## src/rtl/nucleic_acid_seq.sv

```systemverilog
// Protocol sequencer: lysis -> wash -> elute mixing, then per-channel collection.
// Optional PUMP_REV_EN adds a pump_rev input selecting the reversed pump sequence.
module nucleic_acid_seq #(
  parameter int N_CH      = 4,
  parameter int STEP_W    = 8,
  parameter int PUMP_DIV  = 16,
  parameter int FILL_CYC  = 64,
  parameter int DRAIN_CYC = 64,
  parameter int COLL_CYC  = 32
) (
  input  logic              clk,
  input  logic              rst,
  input  logic              start,
  input  logic              abort,
  input  logic [STEP_W-1:0] lyse_steps,
  input  logic [STEP_W-1:0] wash_steps,
  input  logic [STEP_W-1:0] elute_steps,
  input  logic [N_CH-1:0]   chan_mask,
`ifdef PUMP_REV_EN
  input  logic              pump_rev,
`endif
  output logic              busy,
  output logic              done,
  output logic              lysis_ctl,
  output logic              wash_ctl,
  output logic              elute_ctl,
  output logic              vertical_ctl,
  output logic              loop_exit_ctl,
  output logic              bead_trap_ctl,
  output logic              waste_ctl,
  output logic [2:0]        pump,
  output logic [N_CH-1:0]   collect_ctl
);

  localparam int MAXA = (FILL_CYC > DRAIN_CYC) ? FILL_CYC : DRAIN_CYC;
  localparam int MAXB = (COLL_CYC > PUMP_DIV) ? COLL_CYC : PUMP_DIV;
  localparam int MAXC = (MAXA > MAXB) ? MAXA : MAXB;
  localparam int CW   = $clog2(MAXC + 1);
  localparam int CHW  = (N_CH > 1) ? $clog2(N_CH) : 1;

  localparam logic [CW-1:0] FILL_END  = CW'(FILL_CYC - 1);
  localparam logic [CW-1:0] DRAIN_END = CW'(DRAIN_CYC - 1);
  localparam logic [CW-1:0] COLL_END  = CW'(COLL_CYC - 1);
  localparam logic [CW-1:0] DIV_END   = CW'(PUMP_DIV - 1);

  typedef enum logic [3:0] {
    S_IDLE,
    S_LYS_FILL, S_LYS_MIX, S_LYS_DRAIN,
    S_WSH_FILL, S_WSH_MIX, S_WSH_DRAIN,
    S_ELU_FILL, S_ELU_MIX,
    S_COLL,
    S_DONE
  } state_e;

  state_e            state_q, state_d;
  logic [CW-1:0]     cyc_q, cyc_d;
  logic [STEP_W-1:0] steps_q, steps_d;
  logic [2:0]        pidx_q, pidx_d;
  logic [CHW-1:0]    ch_q, ch_d;
  logic              rev_q, rev_d;
  logic [STEP_W-1:0] lyse_q, lyse_d;
  logic [STEP_W-1:0] wash_q, wash_d;
  logic [STEP_W-1:0] elute_q, elute_d;
  logic [N_CH-1:0]   mask_q, mask_d;

  logic [STEP_W-1:0] cur_steps;
  logic [CHW-1:0]    first_ch, nxt_ch;
  logic              nxt_found;
  state_e            elu_exit;
  logic              rev_in;

`ifdef PUMP_REV_EN
  assign rev_in = pump_rev;
`else
  assign rev_in = 1'b0;
`endif

  always_comb begin
    first_ch  = '0;
    nxt_ch    = '0;
    nxt_found = 1'b0;
    for (int i = N_CH - 1; i >= 0; i--) begin
      if (mask_q[i]) first_ch = CHW'(i);
      if (mask_q[i] && (CHW'(i) > ch_q)) begin
        nxt_found = 1'b1;
        nxt_ch    = CHW'(i);
      end
    end
  end

  always_comb begin
    unique case (state_q)
      S_LYS_FILL, S_LYS_MIX, S_LYS_DRAIN: cur_steps = lyse_q;
      S_WSH_FILL, S_WSH_MIX, S_WSH_DRAIN: cur_steps = wash_q;
      default:                            cur_steps = elute_q;
    endcase
    elu_exit = (|mask_q) ? S_COLL : S_DONE;
  end

  always_comb begin
    state_d = state_q;
    cyc_d   = cyc_q;
    steps_d = steps_q;
    pidx_d  = pidx_q;
    ch_d    = ch_q;
    rev_d   = rev_q;
    lyse_d  = lyse_q;
    wash_d  = wash_q;
    elute_d = elute_q;
    mask_d  = mask_q;
    unique case (state_q)
      S_IDLE, S_DONE: begin
        if (start) begin
          state_d = S_LYS_FILL;
          cyc_d   = '0;
          lyse_d  = lyse_steps;
          wash_d  = wash_steps;
          elute_d = elute_steps;
          mask_d  = chan_mask;
        end
      end
      S_LYS_FILL, S_WSH_FILL, S_ELU_FILL: begin
        if (cyc_q == FILL_END) begin
          cyc_d = '0;
          if (cur_steps != '0) begin
            steps_d = cur_steps;
            pidx_d  = 3'd0;
            rev_d   = rev_in;
            unique case (state_q)
              S_LYS_FILL: state_d = S_LYS_MIX;
              S_WSH_FILL: state_d = S_WSH_MIX;
              default:    state_d = S_ELU_MIX;
            endcase
          end else begin
            unique case (state_q)
              S_LYS_FILL: state_d = S_LYS_DRAIN;
              S_WSH_FILL: state_d = S_WSH_DRAIN;
              default:    state_d = elu_exit;
            endcase
            ch_d = first_ch;
          end
        end else begin
          cyc_d = cyc_q + CW'(1);
        end
      end
      S_LYS_MIX, S_WSH_MIX, S_ELU_MIX: begin
        if (cyc_q == DIV_END) begin
          cyc_d = '0;
          if (steps_q == STEP_W'(1)) begin
            ch_d = first_ch;
            unique case (state_q)
              S_LYS_MIX: state_d = S_LYS_DRAIN;
              S_WSH_MIX: state_d = S_WSH_DRAIN;
              default:   state_d = elu_exit;
            endcase
          end else begin
            steps_d = steps_q - STEP_W'(1);
            pidx_d  = (pidx_q == 3'd5) ? 3'd0 : pidx_q + 3'd1;
          end
        end else begin
          cyc_d = cyc_q + CW'(1);
        end
      end
      S_LYS_DRAIN, S_WSH_DRAIN: begin
        if (cyc_q == DRAIN_END) begin
          cyc_d   = '0;
          state_d = (state_q == S_LYS_DRAIN) ? S_WSH_FILL : S_ELU_FILL;
        end else begin
          cyc_d = cyc_q + CW'(1);
        end
      end
      S_COLL: begin
        if (cyc_q == COLL_END) begin
          cyc_d = '0;
          if (nxt_found) ch_d = nxt_ch;
          else           state_d = S_DONE;
        end else begin
          cyc_d = cyc_q + CW'(1);
        end
      end
      default: state_d = S_IDLE;
    endcase
    if (abort) begin
      state_d = S_IDLE;
      cyc_d   = '0;
    end
  end

  function automatic logic [2:0] pump_code(input logic [2:0] idx,
                                           input logic       rev);
    logic [2:0] r;
    r = (rev && idx != 3'd0) ? 3'd6 - idx : idx;
    unique case (r)
      3'd0:    pump_code = 3'b110;
      3'd1:    pump_code = 3'b100;
      3'd2:    pump_code = 3'b101;
      3'd3:    pump_code = 3'b001;
      3'd4:    pump_code = 3'b011;
      default: pump_code = 3'b010;
    endcase
  endfunction

  logic            busy_d, done_d, lys_d, wsh_d, elu_d;
  logic            vert_d, loop_d, bead_d, waste_d;
  logic [2:0]      pump_d;
  logic [N_CH-1:0] coll_d;
  logic            busy_q, done_q, lys_q, wsh_q, elu_q;
  logic            vert_q, loop_q, bead_q, waste_q;
  logic [2:0]      pump_q;
  logic [N_CH-1:0] coll_q;

  always_comb begin
    busy_d  = !(state_q == S_IDLE || state_q == S_DONE);
    done_d  = (state_q == S_DONE);
    lys_d   = 1'b1;
    wsh_d   = 1'b1;
    elu_d   = 1'b1;
    vert_d  = 1'b1;
    loop_d  = 1'b1;
    bead_d  = 1'b1;
    waste_d = 1'b1;
    pump_d  = 3'b111;
    coll_d  = '1;
    unique case (state_q)
      S_LYS_FILL, S_WSH_FILL, S_ELU_FILL: begin
        vert_d = 1'b0;
        loop_d = 1'b0;
        if (state_q == S_LYS_FILL) lys_d = 1'b0;
        if (state_q == S_WSH_FILL) wsh_d = 1'b0;
        if (state_q == S_ELU_FILL) elu_d = 1'b0;
      end
      S_LYS_MIX, S_WSH_MIX, S_ELU_MIX: pump_d = pump_code(pidx_q, rev_q);
      S_LYS_DRAIN, S_WSH_DRAIN: begin
        loop_d  = 1'b0;
        waste_d = 1'b0;
      end
      S_COLL: begin
        loop_d       = 1'b0;
        bead_d       = 1'b0;
        coll_d[ch_q] = 1'b0;
      end
      default: ;
    endcase
  end

  always_ff @(posedge clk) begin
    if (rst) begin
      state_q <= S_IDLE;
      cyc_q   <= '0;
      steps_q <= '0;
      pidx_q  <= '0;
      ch_q    <= '0;
      rev_q   <= 1'b0;
      lyse_q  <= '0;
      wash_q  <= '0;
      elute_q <= '0;
      mask_q  <= '0;
    end else begin
      state_q <= state_d;
      cyc_q   <= cyc_d;
      steps_q <= steps_d;
      pidx_q  <= pidx_d;
      ch_q    <= ch_d;
      rev_q   <= rev_d;
      lyse_q  <= lyse_d;
      wash_q  <= wash_d;
      elute_q <= elute_d;
      mask_q  <= mask_d;
    end
  end

  // Abort closes every valve on the same edge it forces IDLE.
  always_ff @(posedge clk) begin
    if (rst || abort) begin
      busy_q  <= 1'b0;
      done_q  <= 1'b0;
      lys_q   <= 1'b1;
      wsh_q   <= 1'b1;
      elu_q   <= 1'b1;
      vert_q  <= 1'b1;
      loop_q  <= 1'b1;
      bead_q  <= 1'b1;
      waste_q <= 1'b1;
      pump_q  <= 3'b111;
      coll_q  <= '1;
    end else begin
      busy_q  <= busy_d;
      done_q  <= done_d;
      lys_q   <= lys_d;
      wsh_q   <= wsh_d;
      elu_q   <= elu_d;
      vert_q  <= vert_d;
      loop_q  <= loop_d;
      bead_q  <= bead_d;
      waste_q <= waste_d;
      pump_q  <= pump_d;
      coll_q  <= coll_d;
    end
  end

  assign busy          = busy_q;
  assign done          = done_q;
  assign lysis_ctl     = lys_q;
  assign wash_ctl      = wsh_q;
  assign elute_ctl     = elu_q;
  assign vertical_ctl  = vert_q;
  assign loop_exit_ctl = loop_q;
  assign bead_trap_ctl = bead_q;
  assign waste_ctl     = waste_q;
  assign pump          = pump_q;
  assign collect_ctl   = coll_q;

endmodule

```

## config.mk

```make
export PLATFORM = sky130hd
export DESIGN_NAME = nucleic_acid_seq
export DESIGN_NICKNAME = d
export VERILOG_FILES = /design/src/rtl/nucleic_acid_seq.sv
export SDC_FILE = /design/constraint.sdc
export NUM_CORES = 1
export LEC_CHECK = 0
export ABC_AREA = 1
export BUFFER_PORTS_ARGS = -buffer_cell sky130_fd_sc_hd__buf_2
export CAP_MARGIN = 40
export CORE_AREA = 2 2 113 60
export CTS_CLUSTER_SIZE = 14
export DETAILED_ROUTE_END_ITERATION = 7
export DIE_AREA = 0 0 115 62
export PLACE_DENSITY_LB_ADDON = 0.2
export SLEW_MARGIN = 20
export SYNTH_ARGS = -nofsm -noshare
export SYNTH_HDL_FRONTEND = slang
export SYNTH_SLANG_ARGS = --single-unit
```

## constraint.sdc

```tcl
create_clock -name clk -period 2.6 [get_ports clk]
set_input_delay 0.52 -clock clk [delete_from_list [all_inputs] [get_ports clk]]
set_output_delay 0.52 -clock clk [all_outputs]
set_load 0.01 [all_outputs]
```

======== Yosys cells after proc, flatten, opt, wreduce, memory -nomap -nowiden ========
Index checks and enable logic that the tools add are counted.
cells by class
  add/sub/neg operators ................... 3
  magnitude comparators ................... 6
  equality and inequality tests ........... 30
  mux-type cells .......................... 60
  bitwise logic cells ..................... 4
  reduce and logical (&&, ||, !) cells .... 32
operators with widths
  operator                                              count
  two-way mux 2 bit                                     16
  two-way mux 4 bit                                     8
  two-way mux 8 bit                                     4
  one-hot mux 8 bit (2 select lines)                    2
  two-way mux 7 bit                                     4
  one-hot mux 7 bit (4 select lines)                    1
  one-hot mux 4 bit (2 select lines)                    3
  inequality test 2 bit (second input constant)         11
  one-hot mux 4 bit (5 select lines)                    1
  equality test 4 x 3 -> 1 bit (second input constant)  4
  two-way mux 3 bit                                     5
  one-hot mux 3 bit (5 select lines)                    1
  AND reduction 7 bit                                   2
  equality test 4 bit (second input constant)           3
  two-way mux 1 bit                                     12
  OR reduction 2 bit                                    6
  OR reduction 3 bit                                    4
  equality test 4 x 2 -> 1 bit (second input constant)  2
  equality test 8 x 1 -> 1 bit (second input constant)  1
  nonzero test 8 bit                                    1
  subtractor 8 x 1 -> 8 bit (second input constant)     1
  adder 7 x 1 -> 7 bit (second input constant)          1
  equality test 7 x 4 -> 1 bit (second input constant)  1
  equality test 7 x 5 -> 1 bit (second input constant)  1
  28 further kinds                                      40
storage, ports and cells
  bits in registers ....................... 68
  output and inout port bits .............. 16
  word-level logic and storage cells ...... 155

======== Logic depth before layout (Yosys ltp) ========
  word-level depth ........................ 9
  gate-level depth with buffers ........... 15
  depth with buffers taken out ............ 15

======== Worst setup path after synthesis ========
OpenSTA, ideal clock, no wires.
  kind .................................... register to register
  start point ............................. register state_q[2]
  end point ............................... register steps_q[2]
  setup time .............................. 0.116 ns
  arrival time ............................ 1.701 ns
  setup slack ............................. 0.783 ns
  stages on the path, launching flop included .. 14
  buffers on the path ..................... 1
  period minus slack after synthesis ...... 1.817 ns
  cells stage by stage .................... dfxtp_1 nor2_4 nand2_2 nand2_2 nor2_1 nor2_1 nand2_1 nor2_4 nand3_2 nand2_4 inv_6 buf_12 nor2_2 nor2_1
on the way
  cells in the longest elaborated chain, start to end .. 6
  elaborated cells between the ends (all ways) .. 23
  those cells by class .................... 12 x eq/ne; 4 x mux; 7 x reduce/logical
ends and longest elaborated chain
  item                                                                                 RTL line  source
  start, declared                                                                      55        state_e state_q, state_d;
  start signal, assigned                                                               259       state_q <= state_d;
  equality test 4 x 3 -> 1 bit, or another cell as far along                           92, 111
  OR reduction 3 bit                                                                   92        unique case (state_q)
  one-hot mux 8 bit (2 select lines)                                                   92
  nonzero test 8 bit or two-way mux 8 bit (tied branches)                              125       if (cur_steps != '0) begin
  inequality test 2 bit (no line) or two-way mux 8 bit (tied branches)                 --
  AND reduction 5 bit (no line) or one-hot mux 8 bit (2 select lines) (tied branches)  --
  end signal, assigned                                                                 261       steps_q <= steps_d;
  end, declared                                                                        57        logic [STEP_W-1:0] steps_q, steps_d;
Parallel ways exist; a longest one is shown, timed or not. The select of a mux whose other input is x is not followed.
A chain may end at the register's enable or synchronous reset.

======== Final worst setup path ========
  start point ............................. register state_q[2]
  end point ............................... register cyc_q[5]
on the way
  cells in the longest elaborated chain, start to end .. 4
  elaborated cells between the ends (all ways) .. 18
  those cells by class .................... 11 x eq/ne; 1 x mux; 6 x reduce/logical
ends and longest elaborated chain
  item                                                                   RTL line  source
  equality test 4 x 2 -> 1 bit, or another cell as far along             111       unique case (state_q)
  OR reduction 5 bit (no line), or another cell as far along             --
  nonzero test 4 bit (no line) or inequality test 2 bit (tied branches)  --
  AND reduction 2 bit (no line)                                          --
  end signal, assigned                                                   260       cyc_q <= cyc_d;
  end, declared                                                          56        logic [CW-1:0] cyc_q, cyc_d;
Parallel ways exist; a longest one is shown, timed or not.

==> flow_metrics.tcl <==
set metrics [dict create \
    status "complete, no violations" \
    cp_slowest_cell "dfxtp_1" \
    fmax_mhz 450.3 \
    nets 584 \
    critPathMaxFanout 12 \
    grt_pass1_wl_um 12950 \
    startpoint_type "flip-flop" \
    drcViolationCount 0 \
    power_frac_seq 0.401 \
    syn_nets 533 \
    wl_met2_um 3051 \
    dr.pass1.iters 5 \
    grt_start_max_net_pins 41 \
    worstSetupEndpointType "flip-flop" \
    cts_tree "built" \
    clkTransAtPathRegs_ns 0.05 \
    routed_via_density 5.118 \
    grt_remaining_overflow 0 \
    cp_common_cell "o21ai_2" \
    worst_pin_slew_ns 0.5165 \
    fp.dieH_um 62 \
    final_area_mm2 0.004006 \
    synth_area_leaders "dfxtp_1 (40%), nand2_1 (11%), nor2_1 (10%)" \
    place_congestion 1.015 \
    route.antenna.remaining_nets 0 \
    routed_wl_um 7965 \
    p_leak_nw 1.818 \
    relSlewSlack 0.6544 \
    irDropWorstVdd_uv 441.8 \
    clock_path_buffers 2 \
    critPathMaxStageDelay_ns 0.57 \
    final.min_clock_period_ns 2.221 \
    final_cells 634 \
    syn_area_mm2 0.003387 \
    rows 21 \
    met3_length_um 697 \
    clock-sinks 68 \
    maxCapViolations 0 \
    fp.dieW_um 115 \
    seq_area_frac_synth 0.4019 \
    r2r_cells 8 \
    n_antenna_cell 0 \
    sw_frac_of_total 0.2613 \
    fin_crit_sh 0.8541 \
    critical_path_required_ns 2.86 \
    drt_iter0_markers 212 \
    async_flop_share 0 \
    ys_warn_count 0 \
    grt_util_all_layers 0.2416 \
    htreeDepth 3 \
    synth.avg_cell_area_um2 6.801 \
    r2r_end "cyc_q[5]$_SDFFE_PP0P_" \
    routed.top_layer "met4" \
    grt_pass1_vias 2763 \
    cts_buffers 9 \
    ys_top_cells_by_count "nand2_1 (103), nor2_1 (92), dfxtp_1 (68), o21ai_0 (54), inv_1 (53)" \
    comb_power_share 0.145 \
    synth_flop_cell "dfxtp_1" \
    cp-startpoint "state_q[2]$_SDFFE_PP0P_" \
    vias 3245 \
    power.internal_mw 2.113 \
    clk_latency_ns 0.34 \
    yosys.cell_types.count 36 \
    critical_path_class "flip-flop to flip-flop" \
    yosysTopAreaCellShare 0.4019 \
    cts_setup_buffers 0 \
    r2r_slack_ns 0.38 \
    slew_viol_final 0 \
    grt_antenna_before_repair 0 \
    start_util 0.5371 \
    clkPwrFrac 0.454 \
    hold_path_class "input port to flip-flop" \
    die_area_mm2 0.007130 \
    synth.most_common_cell "nand2_1" \
    fin_skew_ns 0.004674 \
    hold_buffers 0 \
    reg2reg_from "state_q[2]$_SDFFE_PP0P_" \
    critPathArrivalTime_ns 2.48 \
    fp.coreArea_mm2 0.006306 \
    post_drt_wl_per_cell_um 12.56 \
    ios 48 \
    powerDensity_mw_per_mm2 713.9 \
    drive_gt1_frac 0.1931 \
    yosysTopAreaCell "dfxtp_1" \
    synthCells 498 \
    wl_met1_um 4143 \
    placed_area_mm2 0.003687 \
    dp_hpwl_um 5843 \
    area_growth_pct 18.29 \
    cts_resized 0 \
    power.switching_mw 0.7475 \
    fin_tns_setup_ns 0 \
    finalHoldViolations 0 \
    dp.cells 618 \
    rsz0062_at_grt "false" \
    setup_viol 0 \
    ys_seq_elements 68 \
    root_buffer "clkbuf_16" \
    critPathCapture "cyc_q[5]$_SDFFE_PP0P_" \
    synth_edf_count 0 \
    io_buffers 47 \
    path_cells "nor2_4, nand2_2, o21ai_2, a21oi_4, nand2_1, o21ai_2, o21ai_1, nor3b_1" \
]
## critical path: cells and delay by family (launching register included)
| family | cells | cell delay [ns] |
|---|---|---|
| AOI/OAI and AO/OA | 4 | 0.94 |
| and+or+nand+nor | 4 | 0.63 |
| DFF | 1 | 0.57 |
## per-layer routing
layer | up-vias | global-route usage
li1 | 1696 | -
met2 | 119 | 0.3403
met5 | - | 0
met1 | 1419 | 0.3423
met3 | 11 | 0.1038
met4 | 0 | 0.05508
## layout make-up
class                      instances  area, µm²
clock buffer                      12      246.5
fill                             591       2300
multi-input combinational        360       1730
timing repair buffer              52      272.8
sequential                        68       1361
tap                               80      100.1
clock inverter                     4      72.57
inverter                          58      222.7
## logic make-up (layout without fill, tap and decap cells)
logic type	after synthesis	in the layout	share of synthesized area
AOI/OAI and AO/OA	93	93	0.1511
and+or+nand+nor	260	260	0.3384
xor gates and xnor gates	4	4	0.01034
adders and majority gates	3	3	0.01108
DFF	68	68	0.4019
buffers and inverters	70	126	0.08718
## state kept, by name, summed over array words and instances, names as in the netlist
signal         flops
busy               1
lysis_ctl          1
bead_trap_ctl      1
elute_q            8
waste_ctl          1
state_q            4
collect_ctl        4
wash_ctl           1
cyc_q              7
loop_exit_ctl      1
vertical_ctl       1
done               1
steps_q            8
mask_q             4
elute_ctl          1
ch_q               2
pidx_q             3
lyse_q             8
wash_q             8
pump               3
## metrics by stage
step | hold WS, ns | util | power, mW | setup slack, ns
after CTS | 0.3585 | 0.6353 | 2.875 | 0.4291
after detailed placement | 0.4290 | 0.5847 | 1.572 | 0.4500
after global placement | 0.4253 | 0.5847 | 1.571 | 0.4018
final | 0.3619 | 0.6353 | 2.860 | 0.3794
after floorplan | 0.4077 | - | 1.473 | 0.7829
after global routing | 0.3576 | 0.6353 | 2.995 | 0.1135
## placed cells by master, fill, tap and decap left out, types with 2 or more instances in the layout
master and count:
nor3_1 4, nand2_1 103, o211ai_1 3, nand3_2 4
buf_4 5, a21oi_1 25, nand2_4 2, bufinv_16 2
nand3_1 23, o21ai_2 2, dfxtp_1 68, nor2_1 92
clkbuf_1 2, inv_1 53, nand2_2 4, xor2_1 4
o22ai_1 2, inv_2 3, nor2_2 17, nor2_4 3
nand4_1 4, ha_1 3, clkbuf_16 9, o21ai_1 2
buf_2 47, or2_2 2, o21ai_0 54
## how the worst min path moves through the flow
stage	slack, ns	to	from	cells past startpoint
floorplan	0.41	collect_ctl[1]$_SDFF_PP1_	ch_q[0]$_SDFFE_PP0P_	1
finish	0.36	steps_q[5]$_SDFFE_PP0P_	rst	2
global route	0.36	steps_q[5]$_SDFFE_PP0P_	rst	2
detailed placement	0.43	collect_ctl[1]$_SDFF_PP1_	ch_q[0]$_SDFFE_PP0P_	1
global placement	0.43	collect_ctl[1]$_SDFF_PP1_	ch_q[0]$_SDFFE_PP0P_	1
CTS	0.36	steps_q[5]$_SDFFE_PP0P_	rst	2
## power groups by stage
stage               registers (mW)  clock network [mW]  logic (mW)
finish                        1.15                1.30       0.415
global route                  1.15                1.37       0.471
CTS                           1.14                1.32       0.409
detailed placement            1.17                   0       0.406
global placement              1.16                   0       0.406
floorplan                     1.16                   0       0.318
Power figures use the tool's default switching activity.
